File: src/rtl/axil_slave_if.sv
// AXI-Lite bus bundle between an AXI-Lite master and the axil_slave responder.
// Carries the five AXI-Lite channels (AW, W, B, AR, R); protection fields are
// carried but ignored by the responder.
//   slave  modport: seen from the responder (inputs = master-driven signals)
//   master modport: seen from the bus master
interface axil_slave_if #(
    parameter int unsigned DATA_WIDTH = 32,
    parameter int unsigned ADDR_WIDTH = 32,
    parameter int unsigned STRB_WIDTH = DATA_WIDTH / 8
);
    logic [ADDR_WIDTH-1:0] awaddr;
    logic [2:0]            awprot;
    logic                  awvalid;
    logic                  awready;
    logic [DATA_WIDTH-1:0] wdata;
    logic [STRB_WIDTH-1:0] wstrb;
    logic                  wvalid;
    logic                  wready;
    logic [1:0]            bresp;
    logic                  bvalid;
    logic                  bready;
    logic [ADDR_WIDTH-1:0] araddr;
    logic [2:0]            arprot;
    logic                  arvalid;
    logic                  arready;
    logic [DATA_WIDTH-1:0] rdata;
    logic [1:0]            rresp;
    logic                  rvalid;
    logic                  rready;

    modport slave (
        input  awaddr, awprot, awvalid, output awready,
        input  wdata, wstrb, wvalid,    output wready,
        output bresp, bvalid,           input  bready,
        input  araddr, arprot, arvalid, output arready,
        output rdata, rresp, rvalid,    input  rready
    );

    modport master (
        output awaddr, awprot, awvalid, input  awready,
        output wdata, wstrb, wvalid,    input  wready,
        input  bresp, bvalid,           output bready,
        output araddr, arprot, arvalid, input  arready,
        input  rdata, rresp, rvalid,    output rready
    );
endinterface

File: src/rtl/axil_slave.sv
// AXI-Lite responder bridging to a single req/ack register-access backend.
// One outstanding read and one outstanding write; reads and writes share the
// backend and are serialised with alternating priority. A backend access that
// is not acknowledged within TIMEOUT_CYCLES completes with SLVERR.
// Ports:
//   clk, rstn      clock, asynchronous active-low reset
//   s_axil         AXI-Lite slave port (axil_slave_if.slave)
//   reg_req        backend request level, held until ack or timeout
//   reg_wen        1 write, 0 read
//   reg_addr/wdata/wstrb  backend access payload, stable while reg_req=1
//   reg_rdata      backend read data, sampled with reg_ack
//   reg_ack        backend completion
//   reg_err        backend error, qualified by reg_ack
module axil_slave #(
    parameter int unsigned DATA_WIDTH     = 32,
    parameter int unsigned ADDR_WIDTH     = 32,
    parameter int unsigned STRB_WIDTH     = DATA_WIDTH / 8,
    parameter int unsigned TIMEOUT_CYCLES = 16
) (
    input  logic                  clk,
    input  logic                  rstn,
    axil_slave_if.slave           s_axil,
    output logic                  reg_req,
    output logic                  reg_wen,
    output logic [ADDR_WIDTH-1:0] reg_addr,
    output logic [DATA_WIDTH-1:0] reg_wdata,
    output logic [STRB_WIDTH-1:0] reg_wstrb,
    input  logic [DATA_WIDTH-1:0] reg_rdata,
    input  logic                  reg_ack,
    input  logic                  reg_err
);
    localparam int unsigned CNT_W   = (TIMEOUT_CYCLES > 0) ? $clog2(TIMEOUT_CYCLES + 1) : 1;
    localparam int unsigned TO_LAST = (TIMEOUT_CYCLES > 0) ? TIMEOUT_CYCLES - 1 : 0;

    localparam logic [2:0] IDLE    = 3'd0;
    localparam logic [2:0] WR_ACC  = 3'd1;
    localparam logic [2:0] RD_ACC  = 3'd2;
    localparam logic [2:0] WR_RESP = 3'd3;
    localparam logic [2:0] RD_RESP = 3'd4;

    localparam logic [1:0] RESP_OKAY   = 2'b00;
    localparam logic [1:0] RESP_SLVERR = 2'b10;

    logic [2:0]            state_q, state_d;
    logic                  aw_held_q, aw_held_d, w_held_q, w_held_d, ar_held_q, ar_held_d;
    logic [ADDR_WIDTH-1:0] awaddr_q, awaddr_d, araddr_q, araddr_d;
    logic [DATA_WIDTH-1:0] wdata_q, wdata_d;
    logic [STRB_WIDTH-1:0] wstrb_q, wstrb_d;
    logic                  awready_q, awready_d, wready_q, wready_d, arready_q, arready_d;
    logic                  bvalid_q, bvalid_d, rvalid_q, rvalid_d;
    logic [1:0]            bresp_q, bresp_d, rresp_q, rresp_d;
    logic [DATA_WIDTH-1:0] rdata_q, rdata_d;
    logic                  last_wr_q, last_wr_d;
    logic [CNT_W-1:0]      cnt_q, cnt_d;
    logic                  reg_req_d, reg_wen_d;
    logic [ADDR_WIDTH-1:0] reg_addr_d;
    logic [DATA_WIDTH-1:0] reg_wdata_d;
    logic [STRB_WIDTH-1:0] reg_wstrb_d;

    logic wr_rdy, rd_rdy, grant_wr, grant_rd, timed_out, ack_ok;
    logic unused_prot;

    assign unused_prot = ^{s_axil.awprot, s_axil.arprot};

    assign s_axil.awready = awready_q;
    assign s_axil.wready  = wready_q;
    assign s_axil.arready = arready_q;
    assign s_axil.bvalid  = bvalid_q;
    assign s_axil.bresp   = bresp_q;
    assign s_axil.rvalid  = rvalid_q;
    assign s_axil.rresp   = rresp_q;
    assign s_axil.rdata   = rdata_q;

    // Arbitration: alternate when both directions are ready
    assign wr_rdy    = aw_held_q & w_held_q;
    assign rd_rdy    = ar_held_q;
    assign grant_wr  = wr_rdy & (~rd_rdy | ~last_wr_q);
    assign grant_rd  = rd_rdy & (~wr_rdy | last_wr_q);
    assign timed_out = (TIMEOUT_CYCLES != 0) && (cnt_q == CNT_W'(TO_LAST));
    assign ack_ok    = reg_ack & ~reg_err;

    // State register
    always_ff @(posedge clk or negedge rstn) begin
        if (!rstn) begin
            state_q   <= IDLE;
            aw_held_q <= 1'b0;
            w_held_q  <= 1'b0;
            ar_held_q <= 1'b0;
            awaddr_q  <= '0;
            araddr_q  <= '0;
            wdata_q   <= '0;
            wstrb_q   <= '0;
            awready_q <= 1'b0;
            wready_q  <= 1'b0;
            arready_q <= 1'b0;
            bvalid_q  <= 1'b0;
            rvalid_q  <= 1'b0;
            bresp_q   <= '0;
            rresp_q   <= '0;
            rdata_q   <= '0;
            last_wr_q <= 1'b0;
            cnt_q     <= '0;
            reg_req   <= 1'b0;
            reg_wen   <= 1'b0;
            reg_addr  <= '0;
            reg_wdata <= '0;
            reg_wstrb <= '0;
        end else begin
            state_q   <= state_d;
            aw_held_q <= aw_held_d;
            w_held_q  <= w_held_d;
            ar_held_q <= ar_held_d;
            awaddr_q  <= awaddr_d;
            araddr_q  <= araddr_d;
            wdata_q   <= wdata_d;
            wstrb_q   <= wstrb_d;
            awready_q <= awready_d;
            wready_q  <= wready_d;
            arready_q <= arready_d;
            bvalid_q  <= bvalid_d;
            rvalid_q  <= rvalid_d;
            bresp_q   <= bresp_d;
            rresp_q   <= rresp_d;
            rdata_q   <= rdata_d;
            last_wr_q <= last_wr_d;
            cnt_q     <= cnt_d;
            reg_req   <= reg_req_d;
            reg_wen   <= reg_wen_d;
            reg_addr  <= reg_addr_d;
            reg_wdata <= reg_wdata_d;
            reg_wstrb <= reg_wstrb_d;
        end
    end

    // Capture, next-state and registered-output logic
    always_comb begin
        state_d     = state_q;
        aw_held_d   = aw_held_q;
        w_held_d    = w_held_q;
        ar_held_d   = ar_held_q;
        awaddr_d    = awaddr_q;
        araddr_d    = araddr_q;
        wdata_d     = wdata_q;
        wstrb_d     = wstrb_q;
        bvalid_d    = bvalid_q;
        rvalid_d    = rvalid_q;
        bresp_d     = bresp_q;
        rresp_d     = rresp_q;
        rdata_d     = rdata_q;
        last_wr_d   = last_wr_q;
        cnt_d       = cnt_q;
        reg_req_d   = reg_req;
        reg_wen_d   = reg_wen;
        reg_addr_d  = reg_addr;
        reg_wdata_d = reg_wdata;
        reg_wstrb_d = reg_wstrb;

        // One-deep holding registers; ready is low only while an entry is held
        if (s_axil.awvalid && awready_q) begin
            aw_held_d = 1'b1;
            awaddr_d  = s_axil.awaddr;
        end
        if (s_axil.wvalid && wready_q) begin
            w_held_d = 1'b1;
            wdata_d  = s_axil.wdata;
            wstrb_d  = s_axil.wstrb;
        end
        if (s_axil.arvalid && arready_q) begin
            ar_held_d = 1'b1;
            araddr_d  = s_axil.araddr;
        end

        case (state_q)
            IDLE: begin
                if (grant_wr) begin
                    reg_req_d   = 1'b1;
                    reg_wen_d   = 1'b1;
                    reg_addr_d  = awaddr_q;
                    reg_wdata_d = wdata_q;
                    reg_wstrb_d = wstrb_q;
                    aw_held_d   = 1'b0;
                    w_held_d    = 1'b0;
                    last_wr_d   = 1'b1;
                    cnt_d       = '0;
                    state_d     = WR_ACC;
                end else if (grant_rd) begin
                    reg_req_d   = 1'b1;
                    reg_wen_d   = 1'b0;
                    reg_addr_d  = araddr_q;
                    reg_wdata_d = '0;
                    reg_wstrb_d = '0;
                    ar_held_d   = 1'b0;
                    last_wr_d   = 1'b0;
                    cnt_d       = '0;
                    state_d     = RD_ACC;
                end
            end
            WR_ACC, RD_ACC: begin
                // An ack in the timeout cycle still wins
                if (reg_ack || timed_out) begin
                    reg_req_d = 1'b0;
                    if (state_q == RD_ACC) begin
                        rresp_d  = ack_ok ? RESP_OKAY : RESP_SLVERR;
                        rdata_d  = ack_ok ? reg_rdata : '0;
                        rvalid_d = 1'b1;
                        state_d  = RD_RESP;
                    end else begin
                        bresp_d  = ack_ok ? RESP_OKAY : RESP_SLVERR;
                        bvalid_d = 1'b1;
                        state_d  = WR_RESP;
                    end
                end else begin
                    cnt_d = cnt_q + CNT_W'(1);
                end
            end
            WR_RESP: begin
                if (s_axil.bready) begin
                    bvalid_d = 1'b0;
                    state_d  = IDLE;
                end
            end
            RD_RESP: begin
                if (s_axil.rready) begin
                    rvalid_d = 1'b0;
                    state_d  = IDLE;
                end
            end
            default: state_d = IDLE;
        endcase

        awready_d = ~aw_held_d;
        wready_d  = ~w_held_d;
        arready_d = ~ar_held_d;
    end
endmodule

File: src/flat_wrapper.sv
// flat-port wrapper written by rule: the top's interface ports become plain ports
module axil_slave_flat 
#(
    parameter int unsigned DATA_WIDTH     = 32,
    parameter int unsigned ADDR_WIDTH     = 32,
    parameter int unsigned STRB_WIDTH     = DATA_WIDTH / 8,
    parameter int unsigned TIMEOUT_CYCLES = 16
)
  (clk, rstn, reg_req, reg_wen, reg_addr, reg_wdata, reg_wstrb, reg_rdata, reg_ack, reg_err, s_axil_awaddr, s_axil_awprot, s_axil_awvalid, s_axil_awready, s_axil_wdata, s_axil_wstrb, s_axil_wvalid, s_axil_wready, s_axil_bresp, s_axil_bvalid, s_axil_bready, s_axil_araddr, s_axil_arprot, s_axil_arvalid, s_axil_arready, s_axil_rdata, s_axil_rresp, s_axil_rvalid, s_axil_rready);
  axil_slave_if #(.DATA_WIDTH(DATA_WIDTH), .ADDR_WIDTH(ADDR_WIDTH), .STRB_WIDTH(STRB_WIDTH)) s_axil_i ();
  input  logic clk;
  input  logic rstn;
  output logic reg_req;
  output logic reg_wen;
  output logic [ADDR_WIDTH-1:0] reg_addr;
  output logic [DATA_WIDTH-1:0] reg_wdata;
  output logic [STRB_WIDTH-1:0] reg_wstrb;
  input  logic [DATA_WIDTH-1:0] reg_rdata;
  input  logic reg_ack;
  input  logic reg_err;
  input wire logic [$bits(s_axil_i.awaddr)-1:0] s_axil_awaddr;
  input wire logic [$bits(s_axil_i.awprot)-1:0] s_axil_awprot;
  input wire logic [$bits(s_axil_i.awvalid)-1:0] s_axil_awvalid;
  output wire logic [$bits(s_axil_i.awready)-1:0] s_axil_awready;
  input wire logic [$bits(s_axil_i.wdata)-1:0] s_axil_wdata;
  input wire logic [$bits(s_axil_i.wstrb)-1:0] s_axil_wstrb;
  input wire logic [$bits(s_axil_i.wvalid)-1:0] s_axil_wvalid;
  output wire logic [$bits(s_axil_i.wready)-1:0] s_axil_wready;
  output wire logic [$bits(s_axil_i.bresp)-1:0] s_axil_bresp;
  output wire logic [$bits(s_axil_i.bvalid)-1:0] s_axil_bvalid;
  input wire logic [$bits(s_axil_i.bready)-1:0] s_axil_bready;
  input wire logic [$bits(s_axil_i.araddr)-1:0] s_axil_araddr;
  input wire logic [$bits(s_axil_i.arprot)-1:0] s_axil_arprot;
  input wire logic [$bits(s_axil_i.arvalid)-1:0] s_axil_arvalid;
  output wire logic [$bits(s_axil_i.arready)-1:0] s_axil_arready;
  output wire logic [$bits(s_axil_i.rdata)-1:0] s_axil_rdata;
  output wire logic [$bits(s_axil_i.rresp)-1:0] s_axil_rresp;
  output wire logic [$bits(s_axil_i.rvalid)-1:0] s_axil_rvalid;
  input wire logic [$bits(s_axil_i.rready)-1:0] s_axil_rready;
  assign s_axil_i.awaddr = s_axil_awaddr;
  assign s_axil_i.awprot = s_axil_awprot;
  assign s_axil_i.awvalid = s_axil_awvalid;
  assign s_axil_awready = s_axil_i.awready;
  assign s_axil_i.wdata = s_axil_wdata;
  assign s_axil_i.wstrb = s_axil_wstrb;
  assign s_axil_i.wvalid = s_axil_wvalid;
  assign s_axil_wready = s_axil_i.wready;
  assign s_axil_bresp = s_axil_i.bresp;
  assign s_axil_bvalid = s_axil_i.bvalid;
  assign s_axil_i.bready = s_axil_bready;
  assign s_axil_i.araddr = s_axil_araddr;
  assign s_axil_i.arprot = s_axil_arprot;
  assign s_axil_i.arvalid = s_axil_arvalid;
  assign s_axil_arready = s_axil_i.arready;
  assign s_axil_rdata = s_axil_i.rdata;
  assign s_axil_rresp = s_axil_i.rresp;
  assign s_axil_rvalid = s_axil_i.rvalid;
  assign s_axil_i.rready = s_axil_rready;
  axil_slave #(.DATA_WIDTH(DATA_WIDTH), .ADDR_WIDTH(ADDR_WIDTH), .STRB_WIDTH(STRB_WIDTH), .TIMEOUT_CYCLES(TIMEOUT_CYCLES)) u_core (.clk(clk), .rstn(rstn), .s_axil(s_axil_i), .reg_req(reg_req), .reg_wen(reg_wen), .reg_addr(reg_addr), .reg_wdata(reg_wdata), .reg_wstrb(reg_wstrb), .reg_rdata(reg_rdata), .reg_ack(reg_ack), .reg_err(reg_err));
endmodule
File: config.mk
export PLATFORM = sky130hd
export DESIGN_NAME = axil_slave_flat
export DESIGN_NICKNAME = d
export VERILOG_FILES = /design/src/rtl/axil_slave_if.sv /design/src/rtl/axil_slave.sv /design/src/flat_wrapper.sv
export SDC_FILE = /design/constraint.sdc
export NUM_CORES = 1
export LEC_CHECK = 0
export CORE_MARGIN = 8
export CORE_UTILIZATION = 37
export DETAILED_ROUTE_END_ITERATION = 8
export GPL_ROUTABILITY_DRIVEN = 0
export PLACE_DENSITY_LB_ADDON = 0.05
export SLEW_MARGIN = 20
export SYNTH_ARGS = -nofsm -noshare
export SYNTH_HDL_FRONTEND = slang
export SYNTH_SLANG_ARGS = --single-unit
File: constraint.sdc
create_clock -name clk -period 2.1 [get_ports clk]
set_clock_uncertainty 0.15 [all_clocks]
set_input_delay 0.42 -clock clk [delete_from_list [all_inputs] [get_ports clk]]
set_output_delay 0.42 -clock clk [all_outputs]
set_load 0.03 [all_outputs]
# Yosys cells after proc, flatten, opt, wreduce, memory -nomap -nowiden

Cells that the tools add are included.

$add $sub $neg: 1
Equal/unequal tests: 12
Muxes and demuxes: 43
Bitwise operators: 14
Reduce and logical (&&, ||, !) cells: 18

Operator list:

| cell                                                   | count |
|---|---|
| 2-to-1 mux 32 bit                                      | 5 |
| 2-to-1 mux 1 bit                                       | 21 |
| 2-to-1 mux 3 bit                                       | 6 |
| 2-to-1 mux 5 bit                                       | 3 |
| case mux 3 bit (4 select lines)                        | 1 |
| AND reduction 3 bit                                    | 4 |
| AND reduction 4 bit                                    | 3 |
| case mux 5 bit (2 select lines)                        | 1 |
| 2-to-1 mux 4 bit                                       | 2 |
| inequality test 2 bit (second input constant)          | 4 |
| NOT 1 bit                                              | 8 |
| nonzero test 2 bit                                     | 4 |
| == test 3 x 2 -> 1 bit (second input constant)         | 2 |
| case mux 1 bit (2 select lines)                        | 3 |
| adder 5 x 1 -> 5 bit (second input constant)           | 1 |
| == test 5 x 4 -> 1 bit (second input constant)         | 1 |
| bitwise AND 1 bit                                      | 4 |
| inequality test 2 x 1 -> 1 bit (second input constant) | 2 |
| == test 3 x 1 -> 1 bit (second input constant)         | 1 |
| == test 3 bit (second input constant)                  | 1 |
| logical AND 1 bit                                      | 3 |
| logical NOT 3 bit                                      | 1 |
| inequality test 3 x 1 -> 1 bit (second input constant) | 1 |
| 2-to-1 mux 2 bit                                       | 1 |
| other kinds (4)                                        | 5 |

Flip-flop bits (word level): 222
Input port bits: 147
Output and inout port bits: 111
Logic and storage cells: 110

# Depth between registers and ports, before layout

Gate-level depths: netlist of run 1.

Depth in word-level cells: 8
Depth in mapped cells: 8
Depth with buffers taken out: 7

# Worst setup path after synthesis of run 1

Ideal clock, no wire load.

Path kind: register to register
From: register u_core.cnt_q[0]
To: register u_core.cnt_q[0]
Library setup time: 0.121 ns
Arrival time: 1.902 ns
Setup slack: -0.073 ns
Stages on the path, launching flop included: 8
Path buffers: 1
Clock period less this slack: 2.173 ns
Cell sequence: dfrtp_1 ha_1 and3_1 ha_1 or2_2 clkbuf_1 mux2_2 a22o_1

Longest elaborated chain between the ends: 4

RTL lines:

| item                                                         | line              | source |
|---|---|---|
| start: declaration                                           | axil_slave.sv:54  | `logic [CNT_W-1:0] cnt_q, cnt_d;` |
| start signal: assignment                                     | axil_slave.sv:126 | `cnt_q <= cnt_d;` |
| branches (longest 4 deep; another with adder 5 x 1 -> 5 bit) | n/a               |  |

Parallel ways; which one is timed is not known. The select of a mux whose other input is x is not followed.
A chain may end at the register's enable or synchronous reset.

# Final worst setup path of run 1

From: register u_core.cnt_q[1]
To: register u_core.rdata_q[12], in the netlist u_core.s_axil.rdata[12]

Longest elaborated chain between the ends: 3

RTL lines:

| item                                 | line              | source |
|---|---|---|
| == test 5 x 4 -> 1 bit               | axil_slave.sv:79  | `assign timed_out = (TIMEOUT_CYCLES != 0) && (cnt_q == CNT_W'(TO_LAST));` |
| logical OR 1 bit                     | axil_slave.sv:200 | `if (reg_ack \|\| timed_out) begin` |
| AND reduction 3 bit (no source line) | n/a               |  |
| end signal: assignment               | axil_slave.sv:124 | `rdata_q <= rdata_d;` |
| end: declaration                     | axil_slave.sv:52  | `logic [DATA_WIDTH-1:0] rdata_q, rdata_d;` |

Every way passes these cells.

==> flow_results.org, run 1 <==
** Run status
- The flow ran to the end, and the final reports show no timing, DRC or antenna violations.

** Cells and area
- Registers take 5510 um^2.
- Net total in the final layout :: around 1000
- The multi-input combinational cells in the finished layout cover a total of around 2800 um^2.
- Leaving out fill and tap cells, the most frequent cells in the layout are 220 x dfrtp_1, 139 x clkdlybuf4s50_1, 109 x dlygate4sd2_1.
- Area Growth Syn to Fin :: 42.7%
- In the final layout, the share of cells above drive strength 1 is 0.208.
- Leading cell type in the layout, fill and taps excluded :: dfrtp_1
- After filler insertion, the fill cell instance count of the layout stands at slightly below 2000.
- The repair_antennas step left the layout with diodes totalling 0.
- Layout Cells excl Fill :: 1170

** Power
- Clock power frac :: 0.219
- Share of power burned in combinational logic :: 0.406
- Switch Pwr :: 7.11 mW
- Dividing total power by cell area gives a power density of 1580 nW/um^2.
- Maximum vdd drop :: 0.000680 V
- Total internal power :: 12.3 mW
- Of the total power, registers draw 0.375.
- Of the total power, the share spent switching nets is 0.367.
- Static leakage :: 5.71 nW
- The design draws 19.4 mW.

** Global route
- Vias in the first global route :: 6435
- The number of antenna violations at the first check in global routing was 1.
- Across every metal layer, demand over resource in global routing totals 0.159.
- Maximum number of pins on one net before global-route repair :: 54
- Total congestion overflow :: 0
- The first global-routing pass estimated between 30000 and 40000 um of wire.

** Place
- Post-placement cell count :: 1122
- Detailed placement finished with a half-perimeter wire length of 15700 um.
- Port buffering added 249 buffers.

** Setup path
- The worst register-to-register path has a setup slack of between 80 and 90 ps.
- The most numerous cell type found on the critical path is ha_2.
- Critical path required time :: 2340 ps
- Longest individual stage delay on the worst path :: roughly 400 ps
- Max FO, Critical Path :: 15
- The worst register-to-register path begins at u_core.cnt_q[1].
- Worst Setup End Kind :: flip-flop
- Slowest cell on the critical path :: or3_4
- The critical path is of the flip-flop to flip-flop type.
- The worst register-to-register path has a depth of 7.
- For the worst setup path, the data arrival time is about 2300 ps.
- The endpoint identified for the worst register-to-register timing path is u_core.s_axil.rdata[12].
- Cell breakdown of the critical path :: ha_2 > and3_1 > ha_2 > nor2_2 > or3_4 > buf_6 > a22o_1
- Worst setup SP type :: flip-flop

** Synthesis
- Counting flops and latches in the post-synthesis netlist gives 220.
- The cell area that synthesis handed to floorplanning was 8580 um^2.
- Number of warnings printed during yosys synthesis :: 0
- Number of distinct library cells after synthesis :: 39
- Of all cell types, the one taking the most synthesized area is dfrtp_1.
- FFs w/ async S/R, synth :: 1.00
- Synth area leaders :: dfrtp_1 64%, mux2_2 13%, a22o_1 7.0%, mux2i_1 3.8%, o21ai_0 1.8%
- Avg Cell Area, Syn :: 14.1 um^2
- Number of enable flip-flop cells after synthesis :: 0
- Flip-flop cell with the highest count after synthesis :: dfrtp_1
- Sequential area share after synthesis :: 0.642
- The share of synthesized area in the top cell type comes to 0.642.
- Cell count after synthesis :: 607

** STA
- Clock period minus worst slack :: between 2000 and 2500 ps
- Highest achievable clock rate :: 496 MHz
- Setup repair after global routing left no endpoint under its margin.
- Post-route fraction of the period consumed by the critical path :: 0.960
- Pins Over Slew Limit :: 0
- Number of endpoints with negative hold slack in the final report :: 0
- Setup violations remaining at the end of the flow were counted as 0.

** Floorplanning
- The die covers roughly 28000 um^2.
- The floorplan step set the die height to 168 um.
- The floorplan has 55 rows.
- Die Span X :: between 150 and 200 um
- For this configuration, the core starts out at a cell density of 0.378.
- Total I/O pin count :: 258
- The total area inside the core boundary comes to 22700 um^2.

** Clocking
- After clock tree synthesis, the clock-pin slew on the worst setup and hold paths is 60 ps.
- The clock passes through at most 3 buffers.
- In this run, CTS created clock tree buffers numbering 25.
- TritonCTS built the clock tree.
- The later pin in the worst-skew pair is clocked with a latency of 520 ps.
- CTS H-Tree Depth :: 1
- Sink Count :: 220
- Root buffer selected by CTS :: clkbuf_16

** Detailed routing
- DR vias/cell :: 4.94
- Number of vias in the routed layout :: 5782
- Dividing the detail-routed wire length by the instance count gives 19.5 um.
- In this run, the number of DRC markers left after iteration 0 of detailed routing was 290.
- For this block, the routed nets add up to 22900 um of wire.
- DRC violation count after routing :: 0
- The detail route stage leaves a number of antenna-violating nets equal to 0.
- First drt pass iteration count :: 4

** Hold path
- Type of the most critical hold path :: primary input to async pin

** Job
- Maximum Capacitance Violations :: 0
[Yosys cell counts, drive strengths merged, types with 3 or more instances]
master and instances:
nand2 41, mux2 101, buf 37, o21ai 36, and2 4, or2 4
mux2i 33, nor2 12, nor2b 3, a21o 3, inv 4, clkbuf 7
dfrtp 220, a22o 69, nand3 4, a21oi 8
[metal layers]
metal | GRT usage | vias to the layer above | routed length [um]
met4 | 0.0419 | 2 | 540
met3 | 0.0522 | 40 | 1860
met2 | 0.254 | 191 | 10600
met5 | 0 | - | 13
met1 | 0.205 | 2855 | 9860
li1 | - | 2694 | -
[layout make-up]
cell class,instances,area share
Clock buffer,36,0.0610
Clock inverter,9,0.00603
Timing Repair Buffer,276,0.221
Inverter,4,0.00123
Sequential cell,220,0.450
Tap cell,285,0.0291
Multi-Input combinational cell,340,0.232
[registers in the layout, indices dropped and copies added (netlist names), 3 cells and up]
register             cells
u_core.araddr_q         32
u_core.awaddr_q         32
u_core.cnt_q             5
u_core.reg_addr         32
u_core.reg_wdata        32
u_core.reg_wstrb         4
u_core.s_axil.rdata     32
u_core.state_q           3
u_core.wdata_q          32
u_core.wstrb_q           4
[worst max path at each step]
stage,from,to,slack (ps),cells after the start
after floorplan,u_core.cnt_q[0],u_core.cnt_q[0],2,7
after global placement,reg_ack,u_core.s_axil.rdata[5],-20,5
after detailed placement,reg_ack,u_core.s_axil.rdata[30],-70,5
after CTS,u_core.cnt_q[1],u_core.s_axil.rdata[25],-8,7
after global routing,u_core.cnt_q[1],u_core.s_axil.rdata[16],3,7
final,u_core.cnt_q[1],u_core.s_axil.rdata[12],80,7
[power groups by stage]
stage | logic, mW | clock network (mW) | registers (mW)
after global placement | 8.32 | 0 | 7.25
final | 7.87 | 4.25 | 7.26
after global routing | 8.49 | 4.57 | 7.52
after detailed placement | 8.49 | 0 | 7.37
after CTS | 7.96 | 4.39 | 7.28
after floorplan | 3.84 | 0 | 8.70
[logic make-up (layout without fill, tap and decap cells)]
logic type | Yosys count | in the layout | share of synthesized area
flops | 220 | 220 | 0.642
mux | 134 | 134 | 0.171
compound gates | 124 | 124 | 0.108
simple gates | 77 | 77 | 0.0433
buf+inv | 48 | 325 | 0.0311
fa+ha+maj | 2 | 2 | 0.00292
other cells | 1 | 2 | 0.000437
xor+xnor | 1 | 1 | 0.00190
[critical path: cells and delay by family, from the launching register on]
kind	cells	cell delay, ps
AOI/OAI and AO/OA	1	230
adders and majority gates	2	360
buffers and inverters	1	170
DFF	1	360
and+or+nand+nor	3	610
[through the flow]
step / worst slack, ps / hold WS, ps / cell area (um^2) / util / TNS (ps)
3_3_place_gp: -21.1 / 242 / 11500 / 0.507 / -378
6_report: 83.8 / 276 / 12200 / 0.539 / 0
2_1_floorplan: 1.67 / -25.6 / 8600 / - / 0
4_1_cts: -7.73 / 272 / 12200 / 0.537 / -52.5
3_5_place_dp: -66.7 / 249 / 11500 / 0.507 / -1670
5_1_grt: 3.14 / 309 / 12200 / 0.539 / 0
[what timing repair did]
item,4_1_cts,5_1_grt
endpoints found under the setup margin,121,38
hold endpoints to repair,39,0
pin swaps,0,3
setup buffers,0,2
hold buffers,1,0
gates resized for setup,110,7
No activity file was read; power rests on OpenSTA's default activity.
==> run 2, diff against run 1 <==
--- a/config.mk
+++ b/config.mk
@@ -8,6 +8,7 @@
 export CORE_MARGIN = 8
 export CORE_UTILIZATION = 37
 export DETAILED_ROUTE_END_ITERATION = 8
+export DONT_BUFFER_PORTS = 1
 export GPL_ROUTABILITY_DRIVEN = 0
 export PLACE_DENSITY_LB_ADDON = 0.05
 export SLEW_MARGIN = 20
==> run 2 against run 1 <==
The run now ends with negative hold slack left. Clock-buffer cell count is 1 lower. Worst setup slack worse by 11 ps. Global-route usage shrank 1.3 points. Wire length down 7.0%. Critical path type unchanged. Largest power group is now registers.
==> flow_results.org, run 2 (same netlist as run 1, synthesis figures left out) <==
** Run status
- The flow ran to the end, but the final reports show violations.
- The final reports fail on negative hold slack.

** Setup path
- The data arrival time of the worst path came to 2270 ps (about the same).
- The top fanout value on the critical path is 16 (+1).
- Worst Setup End Kind :: flip-flop
- Critical path required time :: 2340 ps (about the same)
- Worst setup SP type :: flip-flop
- R2r worst-path depth :: 7 (unchanged)
- Critical setup path kind :: flip-flop to flip-flop
- Slack of the worst reg-to-reg path :: 70 ps (about the same)
- In this run the critical register-to-register path is launched from u_core.cnt_q[0].
- FF-to-FF End :: u_core.s_axil.rdata[12]

** Clocking
- TritonCTS built the clock tree.
- Sink Count :: 220 (unchanged)
- Root buffer selected by CTS :: clkbuf_16
- The worst-skew pair later-pin latency came to 510 ps (about the same).
- The CTS buffer count is 25 (unchanged).
- The clock tree buffer depth is 3 (unchanged).
- Clock slew at reported path FFs :: 60 ps (about the same)
- The post-CTS repair timing setup buffer count was 0 (unchanged).
- The number of hold buffers added after cts came to 136 (+135).
- CTS H-Tree Depth :: 1 (unchanged)

** Floorplanning
- Total I/O pin count :: 258 (unchanged)
- The die extent in y was 168 um (unchanged).
- Number of core rows :: 55 (unchanged)
- Initial core utilization :: 0.378 (unchanged)
- The width of the chip is 168 um (unchanged).
- Area of the die :: 28300 um^2 (unchanged)
- Core footprint :: 22700 um^2 (unchanged)

** STA
- Post-route fraction of the period consumed by the critical path :: 0.966 (+0.00547)
- The top achievable clock speed came to 493 MHz (-0.57%).
- Final worst-path setup slack :: 72.4 ps (-11.5 ps)
- The final setup violation count is 0 (unchanged).
- The final-report max-slew violation count was 0 (unchanged).
- Total Neg Setup Slack :: 0 ps (unchanged)
- Unrepaired setup endpoints after global routing :: false
- The worst hold margin was -541 ps (-817 ps).
- Number of endpoints with negative hold slack in the final report :: 220 (+220)
- The clock period minus worst slack is 2030 ps (+11.5 ps).

** Detailed routing
- Detailed Route Iter0 Violations :: 192 (-34%)
- Wire length per cell after detailed routing :: 20.2 um (+3.2%)
- DRC violation count after routing :: 0 (unchanged)
- The via count came to 5351 (-7.5%).
- Final ANT Viol Nets :: 0 (unchanged)
- Total routed wirelength :: 21300 um (-7.0%)
- First drt pass iteration count :: 4 (unchanged)
- DR vias/cell :: 5.08 (+2.7%)

** Global route
- The pin count of the biggest net entering global routing came to 221 (+310%).
- First-pass GRT wire length :: 33500 um (-7.4%)
- The total routing usage reported by global routing is 0.145 (-0.0135).
- The number of antenna violations at the first check in global routing came to 2 (+1).
- Vias in the first global route :: 5880 (-8.6%)
- The total overflow reported by the global router came to 0 (unchanged).

** Cells and area
- The total area of multi-input combinational cells came to 2830 um^2 (-0.26%).
- Leading cell type in the layout, fill and taps excluded :: dfrtp_1
- The share of post-route cells with drive strength above 1 is 0.226 (+0.0176).
- Area Growth Syn to Fin :: 29.6%
- FILL cells :: 2005 (+3.2%)
- The register area was 5510 um^2 (unchanged).
- The final instance area came to 11100 um^2 (-9.2%).
- The number of nets in the layout came to 898 (-12%).
- The final design utilization is 0.490 (-0.0496).
- Most used cells in the layout excluding fill and tap cells :: 220 x dfrtp_1, 136 x dlygate4sd3_1, 101 x mux2_2

** Place
- The cell area reported after detailed placement is 8960 um^2 (-22%).
- The port buffer count is 0 (-100%).
- The setup slack after placement is 34.2 ps (+101 ps).
- The HPWL after detailed placement came to 13500 um (-14%).

** Hold path
- The min-delay analysis places its worst path in the category primary input to async pin.

** Power
- The leakage dissipation is 4.93 nW (-14%).
- PnR Total Power :: 18.1 mW (-6.8%)
- The cell area power density came to 1630 nW/um^2 (+2.7%).
- Maximum vdd drop :: 0.000767 V (+13%)

** Job
- The reported max-cap violation count was 0 (unchanged).
run 2: area by class of cell:
class	instances	area share
inverter	4	0.00135
clock inverter	10	0.00765
antenna	2	0.000450
multi-input combinational	340	0.255
tap	285	0.0321
timing repair buffer	158	0.148
sequential	220	0.495
clock buffer	35	0.0605
run 2: critical path, cell delays in order (launching register included):
cell	delay, ps
dfrtp_1	360
ha_2	190
and3_1	170
ha_2	190
nor2_2	40
or3_4	390
clkbuf_16	190
a22o_1	240
run 2: report_power, final:
group / internal [mW] / switching (mW) / total, mW / leakage (nW)
combinational: 2.73 / 2.27 / 5.00 / 1.84
clock: 2.36 / 1.63 / 3.99 / 0.372
sequential: 6.16 / 2.92 / 9.08 / 2.71
total: 11.3 / 6.82 / 18.1 / 4.93
run 2: how the worst max path moves through the flow:
stage	startpoint	end	slack [ps]
5_1_grt	u_core.cnt_q[0]	u_core.s_axil.rdata[2]	10
6_report	u_core.cnt_q[0]	u_core.s_axil.rdata[12]	70
2_1_floorplan	u_core.cnt_q[0]	u_core.cnt_q[0]	2
3_5_place_dp	u_core.cnt_q[1]	u_core.cnt_q[0]	30
3_3_place_gp	u_core.cnt_q[1]	u_core.cnt_q[0]	70
4_1_cts	u_core.cnt_q[0]	u_core.cnt_q[0]	30
run 2: repair_timing:
item / in CTS / in global routing
gates resized for setup: 0 / 2
hold endpoints to repair: 357 / 220
setup endpoints to repair: 0 / 3
run 2: per-layer routing:
metal | wire, um | track usage | vias to the layer above
li1 | - | - | 2468
met1 | 8710 | 0.175 | 2682
met2 | 9990 | 0.237 | 175
met3 | 2200 | 0.0650 | 26
met4 | 362 | 0.0314 | 0
met5 | 0 | 0 | -
run 2: per-stage QoR:
step / hold slack (ps) / instances
after CTS: -567 / 1051
after global routing: -568 / 1054
after global placement: -18.8 / 870
after floorplan: -25.6 / 608
final: -541 / 1054
after detailed placement: -19.5 / 870
